$ cat config.mk
export PLATFORM = sky130hd
export DESIGN_NAME = dht11_driver
export DESIGN_NICKNAME = d
export VERILOG_FILES = /design/src/rtl/dht11_driver.sv
export SDC_FILE = /design/constraint.sdc
export NUM_CORES = 1
export LEC_CHECK = 0
export BUFFER_PORTS_ARGS = -buffer_cell sky130_fd_sc_hd__buf_2
export CORE_MARGIN = 4
export CORE_UTILIZATION = 62
export CTS_BUF_LIST = sky130_fd_sc_hd__clkbuf_4
export DETAILED_ROUTE_END_ITERATION = 10
export PLACE_DENSITY = 0.93
export SLEW_MARGIN = 20
export SYNTH_ARGS = -nofsm -noshare
export SYNTH_HDL_FRONTEND = slang
export SYNTH_SLANG_ARGS = --single-unit
export TNS_END_PERCENT = 100
$ cat constraint.sdc
create_clock -name Clk -period 3.8 [get_ports Clk]
set_input_delay 0.76 -clock Clk [delete_from_list [all_inputs] [get_ports Clk]]
set_output_delay 0.76 -clock Clk [all_outputs]
set_load 0.01 [all_outputs]
$ cat src/rtl/dht11_driver.sv
// rtl/dht11_driver.sv - single-wire DHT11 read master: start pulse, response/bit decode, checksum
module dht11_driver #(
  parameter int CYCLES_PER_US = 50,
  parameter int START_LOW_US  = 18000,
  parameter int TIMEOUT_US    = 255,
  parameter int BIT_THRESH_US = 50
) (
  input  logic       Clk,
  input  logic       Rst,
  input  logic       Enable_dht11,
  input  logic       Dht_in,
  output logic       Dht_oe,
  output logic       Wait_dht11,
  output logic [7:0] Umi_int,
  output logic [7:0] Umi_float,
  output logic [7:0] Temp_int,
  output logic [7:0] Temp_float,
  output logic [7:0] CRC,
  output logic       Error
);

  localparam int PW = (CYCLES_PER_US > 1) ? $clog2(CYCLES_PER_US) : 1;
  localparam logic [PW-1:0] PRESC_MAX  = PW'(CYCLES_PER_US - 1);
  localparam logic [14:0]   START_M1   = 15'(START_LOW_US - 1);
  localparam logic [14:0]   TIMEOUT_M1 = 15'(TIMEOUT_US - 1);
  localparam logic [14:0]   THRESH     = 15'(BIT_THRESH_US);

  typedef enum logic [3:0] {
    S_IDLE,
    S_START_LOW,
    S_REL,
    S_RESP_LOW,
    S_RESP_HIGH,
    S_BIT_LOW,
    S_BIT_HIGH,
    S_CHECK,
    S_DONE
  } state_t;

  state_t        state_q, state_d;
  logic          sync1_q, sync1_d;
  logic          sync2_q, sync2_d;
  logic          prev_q, prev_d;
  logic [PW-1:0] presc_q, presc_d;
  logic [14:0]   us_q, us_d;
  logic [5:0]    bit_cnt_q, bit_cnt_d;
  logic [39:0]   shift_q, shift_d;
  logic [7:0]    umi_int_q, umi_int_d;
  logic [7:0]    umi_float_q, umi_float_d;
  logic [7:0]    temp_int_q, temp_int_d;
  logic [7:0]    temp_float_q, temp_float_d;
  logic [7:0]    crc_q, crc_d;
  logic          err_q, err_d;
  logic          oe_q, oe_d;

  logic          rise, fall, tick, at_start, at_timeout, waiting, abort;
  logic [7:0]    sum;

  always_comb begin
    sync1_d      = Dht_in;
    sync2_d      = sync1_q;
    prev_d       = sync2_q;
    state_d      = state_q;
    bit_cnt_d    = bit_cnt_q;
    shift_d      = shift_q;
    umi_int_d    = umi_int_q;
    umi_float_d  = umi_float_q;
    temp_int_d   = temp_int_q;
    temp_float_d = temp_float_q;
    crc_d        = crc_q;
    err_d        = err_q;

    rise       = sync2_q & ~prev_q;
    fall       = ~sync2_q & prev_q;
    tick       = (presc_q == PRESC_MAX);
    // "count = N" fires on the tick that moves the counter onto N
    at_start   = tick && (us_q == START_M1);
    at_timeout = tick && (us_q == TIMEOUT_M1);
    sum        = shift_q[39:32] + shift_q[31:24] + shift_q[23:16] + shift_q[15:8];
    waiting    = (state_q == S_REL) || (state_q == S_RESP_LOW) || (state_q == S_RESP_HIGH) ||
                 (state_q == S_BIT_LOW) || (state_q == S_BIT_HIGH);
    abort      = !Enable_dht11 && (state_q != S_IDLE) && (state_q != S_DONE);

    if (abort) begin
      state_d = S_IDLE;
    end else begin
      case (state_q)
        S_IDLE: begin
          if (Enable_dht11) begin
            state_d   = S_START_LOW;
            err_d     = 1'b0;
            bit_cnt_d = 6'd0;
          end
        end
        S_START_LOW: begin
          if (at_start) state_d = S_REL;
        end
        S_REL: begin
          if (fall) state_d = S_RESP_LOW;
        end
        S_RESP_LOW: begin
          if (rise) state_d = S_RESP_HIGH;
        end
        S_RESP_HIGH: begin
          if (fall) state_d = S_BIT_LOW;
        end
        S_BIT_LOW: begin
          if (rise) state_d = S_BIT_HIGH;
        end
        S_BIT_HIGH: begin
          if (fall) begin
            shift_d   = {shift_q[38:0], (us_q >= THRESH)};
            bit_cnt_d = bit_cnt_q + 6'd1;
            state_d   = (bit_cnt_q == 6'd39) ? S_CHECK : S_BIT_LOW;
          end
        end
        S_CHECK: begin
          umi_int_d    = shift_q[39:32];
          umi_float_d  = shift_q[31:24];
          temp_int_d   = shift_q[23:16];
          temp_float_d = shift_q[15:8];
          crc_d        = shift_q[7:0];
          err_d        = (sum != shift_q[7:0]);
          state_d      = S_DONE;
        end
        S_DONE: begin
          if (!Enable_dht11) state_d = S_IDLE;
        end
        default: state_d = S_IDLE;
      endcase

      // An edge seen in the same cycle as the timeout wins
      if (waiting && at_timeout && (state_d == state_q)) begin
        err_d   = 1'b1;
        state_d = S_DONE;
      end
    end

    oe_d = (state_d == S_START_LOW);

    if (state_d != state_q) begin
      presc_d = '0;
      us_d    = 15'd0;
    end else begin
      presc_d = tick ? '0 : presc_q + PW'(1);
      us_d    = tick ? us_q + 15'd1 : us_q;
    end
  end

  always_ff @(posedge Clk) begin
    if (Rst) begin
      state_q      <= S_IDLE;
      sync1_q      <= 1'b1;
      sync2_q      <= 1'b1;
      prev_q       <= 1'b1;
      presc_q      <= '0;
      us_q         <= 15'd0;
      bit_cnt_q    <= 6'd0;
      shift_q      <= 40'd0;
      umi_int_q    <= 8'd0;
      umi_float_q  <= 8'd0;
      temp_int_q   <= 8'd0;
      temp_float_q <= 8'd0;
      crc_q        <= 8'd0;
      err_q        <= 1'b0;
      oe_q         <= 1'b0;
    end else begin
      state_q      <= state_d;
      sync1_q      <= sync1_d;
      sync2_q      <= sync2_d;
      prev_q       <= prev_d;
      presc_q      <= presc_d;
      us_q         <= us_d;
      bit_cnt_q    <= bit_cnt_d;
      shift_q      <= shift_d;
      umi_int_q    <= umi_int_d;
      umi_float_q  <= umi_float_d;
      temp_int_q   <= temp_int_d;
      temp_float_q <= temp_float_d;
      crc_q        <= crc_d;
      err_q        <= err_d;
      oe_q         <= oe_d;
    end
  end

  assign Dht_oe     = oe_q;
  assign Wait_dht11 = Enable_dht11 && (state_q != S_DONE);
  assign Umi_int    = umi_int_q;
  assign Umi_float  = umi_float_q;
  assign Temp_int   = temp_int_q;
  assign Temp_float = temp_float_q;
  assign CRC        = crc_q;
  assign Error      = err_q;

endmodule

# --- After elaboration in Yosys (flattened, before gate mapping) ---
# Index checks and enable logic that the tools add are counted.
totals:
  inputBits: 4
  word_cells: 88
  output_inout_bits: 43
  reg_bits: 116
classes:
  bitwise: 5
  n_reduce_logical: 22
  order_cmp: 1
  add_sub_neg: 6
  muxes: 19
  n_eq_ne: 20
op_table:
  columns: ["op", "count"]
  rows:
  - ["two-way mux 4 bit", 11]
  - ["one-hot mux 4 bit (9 select lines)", 1]
  - ["adder 8 bit", 3]
  - ["== test 4 x 3 -> 1 bit (second input constant)", 4]
  - ["adder 15 x 1 -> 15 bit (second input constant)", 1]
  - ["== test 15 bit (second input constant)", 1]
  - ["== test 15 x 8 -> 1 bit (second input constant)", 1]
  - [">= comparator 15 x 6 -> 1 bit (second input constant)", 1]
  - ["adder 6 x 1 -> 6 bit (second input constant)", 2]
  - ["== test 6 bit (second input constant)", 2]
  - ["two-way mux 6 bit", 2]
  - ["one-hot mux 6 bit (2 select lines)", 1]
  - ["== test 4 x 1 -> 1 bit (second input constant)", 2]
  - ["== test 4 x 2 -> 1 bit (second input constant)", 2]
  - ["inequality test 8 bit", 1]
  - ["logical AND 1 bit", 7]
  - ["AND reduction 3 bit", 2]
  - ["== test 4 bit", 1]
  - ["== test 4 bit (second input constant)", 1]
  - ["zero test 4 bit", 1]
  - ["logical OR 1 bit", 4]
  - ["inequality test 2 bit (second input constant)", 2]
  - ["inequality test 4 bit", 1]
  - ["inequality test 4 bit (second input constant)", 1]
  - ["14 further kinds", 18]

# --- Depth between registers and ports, before layout ---
# Gate-level depths: netlist of run 1.
depth:
  word_depth: 11
  mapped_depth: 12
  mapped_depth_nobuf: 12

# --- Worst setup path after synthesis of run 1 ---
# No wires, ideal clock.
synth_timing:
  kind: "register -> register"
  from: "register shift_q[9]"
  to: "register err_q (netlist: Error)"
  arrival_ns: 2.945
  setup_slack_ns: 0.723
  period_less_slack_ns: 3.077
  t_required_ns: 3.667
  stages_incl_launch_ff: 13
  setup_time_ns: 0.133
  n_path_buf: 0
  path_cell_list: "dfxtp_1 > inv_1 > fa_1 > fa_1 > inv_1 > ha_1 > fa_1 > a21o_1 > a21oi_1 > o21ai_0 > xnor2_1 > o31ai_1 > a31oi_1"
synth_between:
  elab_chain_len: 4
synth_lines:
  columns: ["element", "line", "source"]
  rows:
  - ["start, declared", "47", "logic [39:0] shift_q, shift_d;"]
  - ["start signal, assigned", "175", "shift_q <= shift_d;"]
  - ["adder 8 bit", "79", "sum = shift_q[39:32] + shift_q[31:24] + shift_q[23:16] + shift_q[15:8];"]
  - ["inequality test 8 bit", "123", "err_d = (sum != shift_q[7:0]);"]
  - ["one-hot mux 1 bit (2 select lines)", "87", "case (state_q)"]
  - ["two-way mux 1 bit", "133", "if (waiting && at_timeout && (state_d == state_q)) begin"]
  - ["end signal, assigned", "181", "err_q <= err_d;"]
  - ["end, declared", "53", "logic err_q, err_d;"]
# Every way passes these cells.
# A chain may end at the register's enable or synchronous reset.

# --- Worst setup path after layout of run 1 ---
# Ends and elaborated chain as after synthesis.

==> impl_metrics.tcl, run 1 <==
set metrics [dict create \
    leakage_uw 0.00223 \
    drt_pass1_iterations 5 \
    first_global_vias 4514 \
    setup_viol 0 \
    gp_congestion 0.897 \
    cts.sinks 116 \
    ios 47 \
    ant_nets 0 \
    crit_start "shift_q[9]" \
    timing.fmax_mhz 285 \
    cts_made_buffers 17 \
    finalSetupTns_ns 0 \
    yosysUniqueCellTypes 43 \
    power-per-cell-area_mw_per_mm2 372 \
    min_path_type "in2reg" \
    fin_crit_sh 0.923 \
    clock_skew_ns 0.0261 \
    outcome "complete, no violations" \
    seq_area_frac_synth 0.433 \
    grt_max_degree 56 \
    drive_above_1_share 0.126 \
    cts_repair_resize_count 0 \
    yosys_warnings 0 \
    slew_headroom 0.294 \
    max-cap-violations 0 \
    first_iter_violations 471 \
    detail_route.wl_per_cell_um 15.7 \
    areaGrowthSynthToFinish_pct 10.3 \
    synth_seq_cells 116 \
    synth_top_area_cell "dfxtp_1" \
    numPortBuffers 46 \
    hold_violations 0 \
    antenna_found_initial 0 \
    nets 733 \
    syn_avg_cell_area_um2 8.04 \
    num_vias 4779 \
    via_per_inst 5.84 \
    period_needed_ns 3.51 \
    drt_wl_total_um 12900 \
    dieArea_mm2 0.0102 \
    fin_util 0.712 \
    cp_data_required_time_ns 4.15 \
    syn_nets 697 \
    clk_path_buf_depth 2 \
    critPathArrivalTime_ns 3.86 \
    grt_pass1_wl_um 21100 \
    clk_pin_slew_worst_paths_ns 0.12 \
    tightest_slew_ns 1.05 \
    htreeDepth 4 \
    ir_worst_vdd_mv 0.336 \
    core-area_mm2 0.00830 \
    syn-instance-count 667 \
    postCtsSetupBuffers 0 \
    cts_tree "built" \
    rsz0062_at_grt "no" \
    dpl.hpwl_um 8790 \
    cp-end-kind "flop" \
    yosys-top-cells-area "dfxtp_1, nand2_1, a21oi_1, fa_1, xor2_1" \
    start_util 0.646 \
    hp-start "Dht_in" \
    path_max_fanout 4 \
    synth_area_mm2 0.00536 \
    worstSkewPairLatency_ns 0.51 \
    rows 33 \
    r2r_start "shift_q[9]" \
    grt_usage 0.262 \
    worstSetupStartpointType "flop" \
    root_buffer "clkbuf_4" \
    finalMaxSlewViolations 0 \
    insertedDiodeCount 0 \
    grt_overflow 0 \
    worstSetupPathType "reg2reg" \
    synth_top_area_frac 0.433 \
    die_x_um 101 \
    fp.dieH_um 101 \
    ctsHoldBuffers 0 \
    drc 0 \
    fillCellCount 609 \
]
==> cell families (layout without fill, tap and decap cells) <==
group,count (synthesis),after routing,synth area share
mux,2,2,0.00373
fa+ha+maj,26,26,0.0803
compound gates,123,123,0.131
simple gates,298,298,0.242
buf+inv,62,109,0.0441
xor+xnor,40,40,0.0653
flops,116,116,0.433
==> worst max-delay path, stage by stage, from the launching register on <==
cell	delay (ns)
dfxtp_1	0.39
inv_1	0.08
fa_1	0.50
fa_1	0.52
inv_1	0.04
ha_1	0.23
fa_1	0.45
a21o_1	0.20
a21oi_1	0.26
o21ai_0	0.17
xnor2_1	0.15
o31ai_1	0.24
a31oi_1	0.13
==> cell type report <==
cell class | instances | area, um2 | area share
flip-flops and latches | 116 | 2320 | 0.393
clock inverters | 12 | 140 | 0.0237
well taps | 105 | 131 | 0.0222
clock buffers | 18 | 135 | 0.0229
multi-input cells | 489 | 2810 | 0.475
inverters | 28 | 105 | 0.0178
repair buffers | 51 | 268 | 0.0453
==> path summary, 6_finish.rpt <==
path / endpoint / slack, ns / cells after the start
min: sync1_q / 0.42 / 2
max reg2reg: Error / 0.29 / 12
min reg2reg: prev_d / 0.43 / 1
max: Error / 0.29 / 12
==> metal layers <==
layer  global-route usage  wire, um  vias up
met5                    0         0        -
met1                0.338      5400     2229
met4                0.110       417        0
li1                     -         -     2279
met3               0.0616       872       47
met2                0.422      6190      224
==> power breakdown <==
group | switching [uW] | internal [uW] | leakage [uW]
clock | 453 | 447 | 0.000146
combinational | 50.6 | 21.4 | 0.00115
sequential | 8.02 | 1220 | 0.000935
total | 512 | 1690 | 0.00223
==> stage by stage <==
step                      setup WS (ns)  hold slack [ns]  power, uW  std cells  area [um2]
after floorplan                   0.723            0.389       1310        667        5360
after global routing              0.208            0.383       2270        819        5910
after CTS                         0.370            0.400       2210        819        5910
after detailed placement          0.395            0.397       1330        789        5640
final                             0.292            0.422       2200        819        5910
after global placement            0.634            0.392       1330        789        5640
==> sequential cells by signal, indices dropped and copies added, names as in the netlist <==
signal	flops
Temp_float	8
bit_cnt_q	6
shift_q	40
sync1_q	1
Umi_int	8
CRC	8
Dht_oe	1
presc_q	6
us_q	15
state_q	4
Umi_float	8
prev_q	1
Temp_int	8
Error	1
prev_d	1
==> cell usage in the layout (no fill, tap or decap), types with 2 or more instances in the layout <==
master | synthesis | layout
a211oi_1 | 2 | 2
a21oi_1 | 91 | 91
a31oi_1 | 2 | 2
and3_1 | 7 | 7
buf_2 | 0 | 46
buf_4 | 1 | 5
bufinv_16 | 0 | 3
clkbuf_4 | 0 | 18
clkinv_1 | 0 | 3
clkinv_2 | 0 | 3
clkinvlp_4 | 0 | 2
dfxtp_1 | 116 | 116
fa_1 | 14 | 14
ha_1 | 12 | 12
inv_1 | 28 | 28
mux2i_1 | 2 | 2
nand2_1 | 179 | 179
nand2b_1 | 7 | 7
nand3_1 | 8 | 8
nand4_1 | 8 | 8
nand4b_1 | 2 | 2
nor2_1 | 41 | 40
nor3_1 | 25 | 25
nor4_1 | 5 | 4
o21ai_0 | 11 | 11
o21bai_1 | 4 | 4
o31ai_1 | 2 | 2
or2_2 | 5 | 5
or4_1 | 5 | 5
xnor2_1 | 18 | 18
xor2_1 | 22 | 22
==> cell usage after synthesis, drive strengths merged <==
library cell	number
a31oi	2
nand2	179
o21a	1
nor2	41
nor4	5
o21ba	1
a41oi	1
buf	1
o31ai	2
or2	5
inv	28
mux2i	2
clkbuf	33
a311oi	1
nor3	26
o211ai	2
o21ai	12
nand3	8
nand4	8
o22a	1
nand4bb	1
o21bai	4
a211oi	3
xnor2	18
ha	12
nor2b	1
fa	14
dfxtp	116
nand2b	7
o221ai	1
and3	7
or3	1
xor2	22
a21oi	91
or4	6
a21o	1
nand3b	1
nand4b	2
(Power assumes the default switching activity.)
==> run 2: changes to the inputs <==
- CORE_ASPECT_RATIO: default -> 1.25
==> run 2 against run 1 <==
Compared with the run above:
- critical path depth is the same
- design area grew 1.0%
- via count shrank 0.75%
- total power grew 7.6%
- register-to-register slack gained 0.03 ns
- core utilization grew 0.43 points
- clock skew shrank 0.0034 ns
- maximum frequency grew 0.77%
- sequential power is essentially flat
- sequential share of layout area shrank 0.39 points
- combinational power is essentially flat
- critical path type unchanged
- critical endpoint unchanged
- largest cell class unchanged
==> impl_metrics.tcl, run 2 (synthesis gave the netlist of run 1 again) <==
set metrics [dict create \
    finalNonFillerCells 814 \
    first_global_vias 4552 \
    ant_nets 0 \
    die_x_um 91.2 \
    antenna_found_initial 1 \
    seq_power_share 0.519 \
    fin_util 0.717 \
    cp_cell_sequence "inv_1, fa_1, fa_1, inv_1, ha_1, fa_1, xnor2_1, xnor2_1, nor4_1, nand3_1, o31ai_1, a31oi_1" \
    power-per-cell-area_mw_per_mm2 397 \
    nets 733 \
    leakage_uw 0.00227 \
    clk_path_buf_depth 2 \
    period_needed_ns 3.48 \
    root_buffer "clkbuf_4" \
    fp.dieH_um 112 \
    ctsHoldBuffers 0 \
    first_iter_violations 530 \
    core-area_mm2 0.00833 \
    via_per_inst 5.83 \
    drive_above_1_share 0.133 \
    postCtsSetupBuffers 0 \
    cp_slowest_cell "fa_1" \
    clk_pin_slew_worst_paths_ns 0.12 \
    grt_max_degree 88 \
    ios 47 \
    top_regs "shift_q (40), us_q (15)" \
    worstSkewPairLatency_ns 0.53 \
    clock_skew_ns 0.0227 \
    rsz0062_at_grt "no" \
    numPortBuffers 46 \
    cpMostUsedCell "fa_1" \
    largest_reg_flops 40 \
    place_ws_ns 0.348 \
    clkPwrFrac 0.450 \
    combPwrFrac 0.030 \
    drt_pass1_iterations 6 \
    hold_violations 0 \
    cpPeakStageDelay_ns 0.52 \
    cts_made_buffers 17 \
    internal_power_uw 1780 \
    worstSetupStartpointType "flop" \
    tightest_slew_ns 1.05 \
    layout_common_cells "nand2_1, dfxtp_1, a21oi_1" \
    dieArea_mm2 0.0102 \
    slew_headroom 0.298 \
    cts_repair_resize_count 0 \
    finalSetupTns_ns 0 \
    start_util 0.643 \
    detail_route.wl_per_cell_um 15.9 \
    cp_data_required_time_ns 4.17 \
    fin_worst_hold_slack_ns 0.416 \
    areaGrowthSynthToFinish_pct 11.4 \
    num_vias 4743 \
    ir_worst_vdd_mv 0.249 \
    finalMaxSlewViolations 0 \
    htreeDepth 4 \
    grt_pass1_wl_um 21500 \
    drc 0 \
    setup_viol 0 \
    dpl.hpwl_um 8630 \
    gp_congestion 0.892 \
    path_max_fanout 4 \
    swShare 0.247 \
    cts.sinks 116 \
    regMostFlops "shift_q" \
    rows 37 \
    place_inst 781 \
    setup_ws_ns 0.319 \
    fin_crit_sh 0.916 \
    drt_wl_total_um 12900 \
    cp-end-kind "flop" \
    min_path_type "in2reg" \
    outcome "complete, no violations" \
    max-cap-violations 0 \
    cts_tree "built" \
    timing.fmax_mhz 287 \
    grt_usage 0.260 \
    worstSetupPathType "reg2reg" \
    p_switching_uw 586 \
    critPathArrivalTime_ns 3.85 \
    grt_overflow 0 \
    mostFrequentLayoutCell "nand2_1" \
]
## run 2: cell count changes in the layout (fill, tap and decap cells not counted)
| cell | delta |
|---|---|
| bufinv_16 | +1 |
| clkbuf_4 | -1 |
| clkinv_1 | -3 |
| clkinv_2 | -3 |
| clkinv_4 | +2 |
| clkinvlp_4 | -1 |
| diode_2 | +1 |
| inv_6 | +7 |
## run 2: final timing paths
path,start,end,slack [ns],cells past startpoint
max,shift_q[9],Error,0.32,12
min reg2reg,sync1_q,prev_d,0.45,1
max reg2reg,shift_q[9],Error,0.32,12
min,Dht_in,sync1_q,0.42,2
## run 2: layout make-up
cell class              count  area [um2]
clock buffers              17         128
diodes                      1        2.50
well taps                  97         121
fillers                   621        2360
multi-input cells         489        2810
repair buffers             51         268
inverters                  28         105
flip-flops and latches    116        2320
clock inverters            15         215
## run 2: power groups by stage
stage	combinational [uW]	clock (uW)	sequential (uW)
2_1_floorplan	58.4	0	1250
3_3_place_gp	69.3	0	1260
3_5_place_dp	70.9	0	1260
4_1_cts	71.5	1070	1230
5_1_grt	79.2	1140	1230
6_report	71.9	1070	1230
## run 2: through the flow
step	cell area, um2	total power [uW]
2_1_floorplan	5360	1310
3_3_place_gp	5630	1330
3_5_place_dp	5630	1330
4_1_cts	5970	2380
5_1_grt	5970	2450
6_report	5970	2370
## run 2: worst max-delay path: cells and delay by family, from the launching register on
kind,cells,cell delay [ns]
AND/OR/NAND/NOR,2,0.42
buffers and inverters,2,0.12
XOR/XNOR,2,0.33
AO/OA/AOI/OAI,2,0.39
adder cells (fa/ha/maj),4,1.67
flip-flops,1,0.39
## run 2: metal layers
| layer | GRT usage | share of wire |
|---|---|---|
| met4 | 0.0996 | 0.022 |
| met5 | 0 | 0 |
| met1 | 0.322 | 0.41 |
| met3 | 0.0514 | 0.060 |
| met2 | 0.445 | 0.51 |
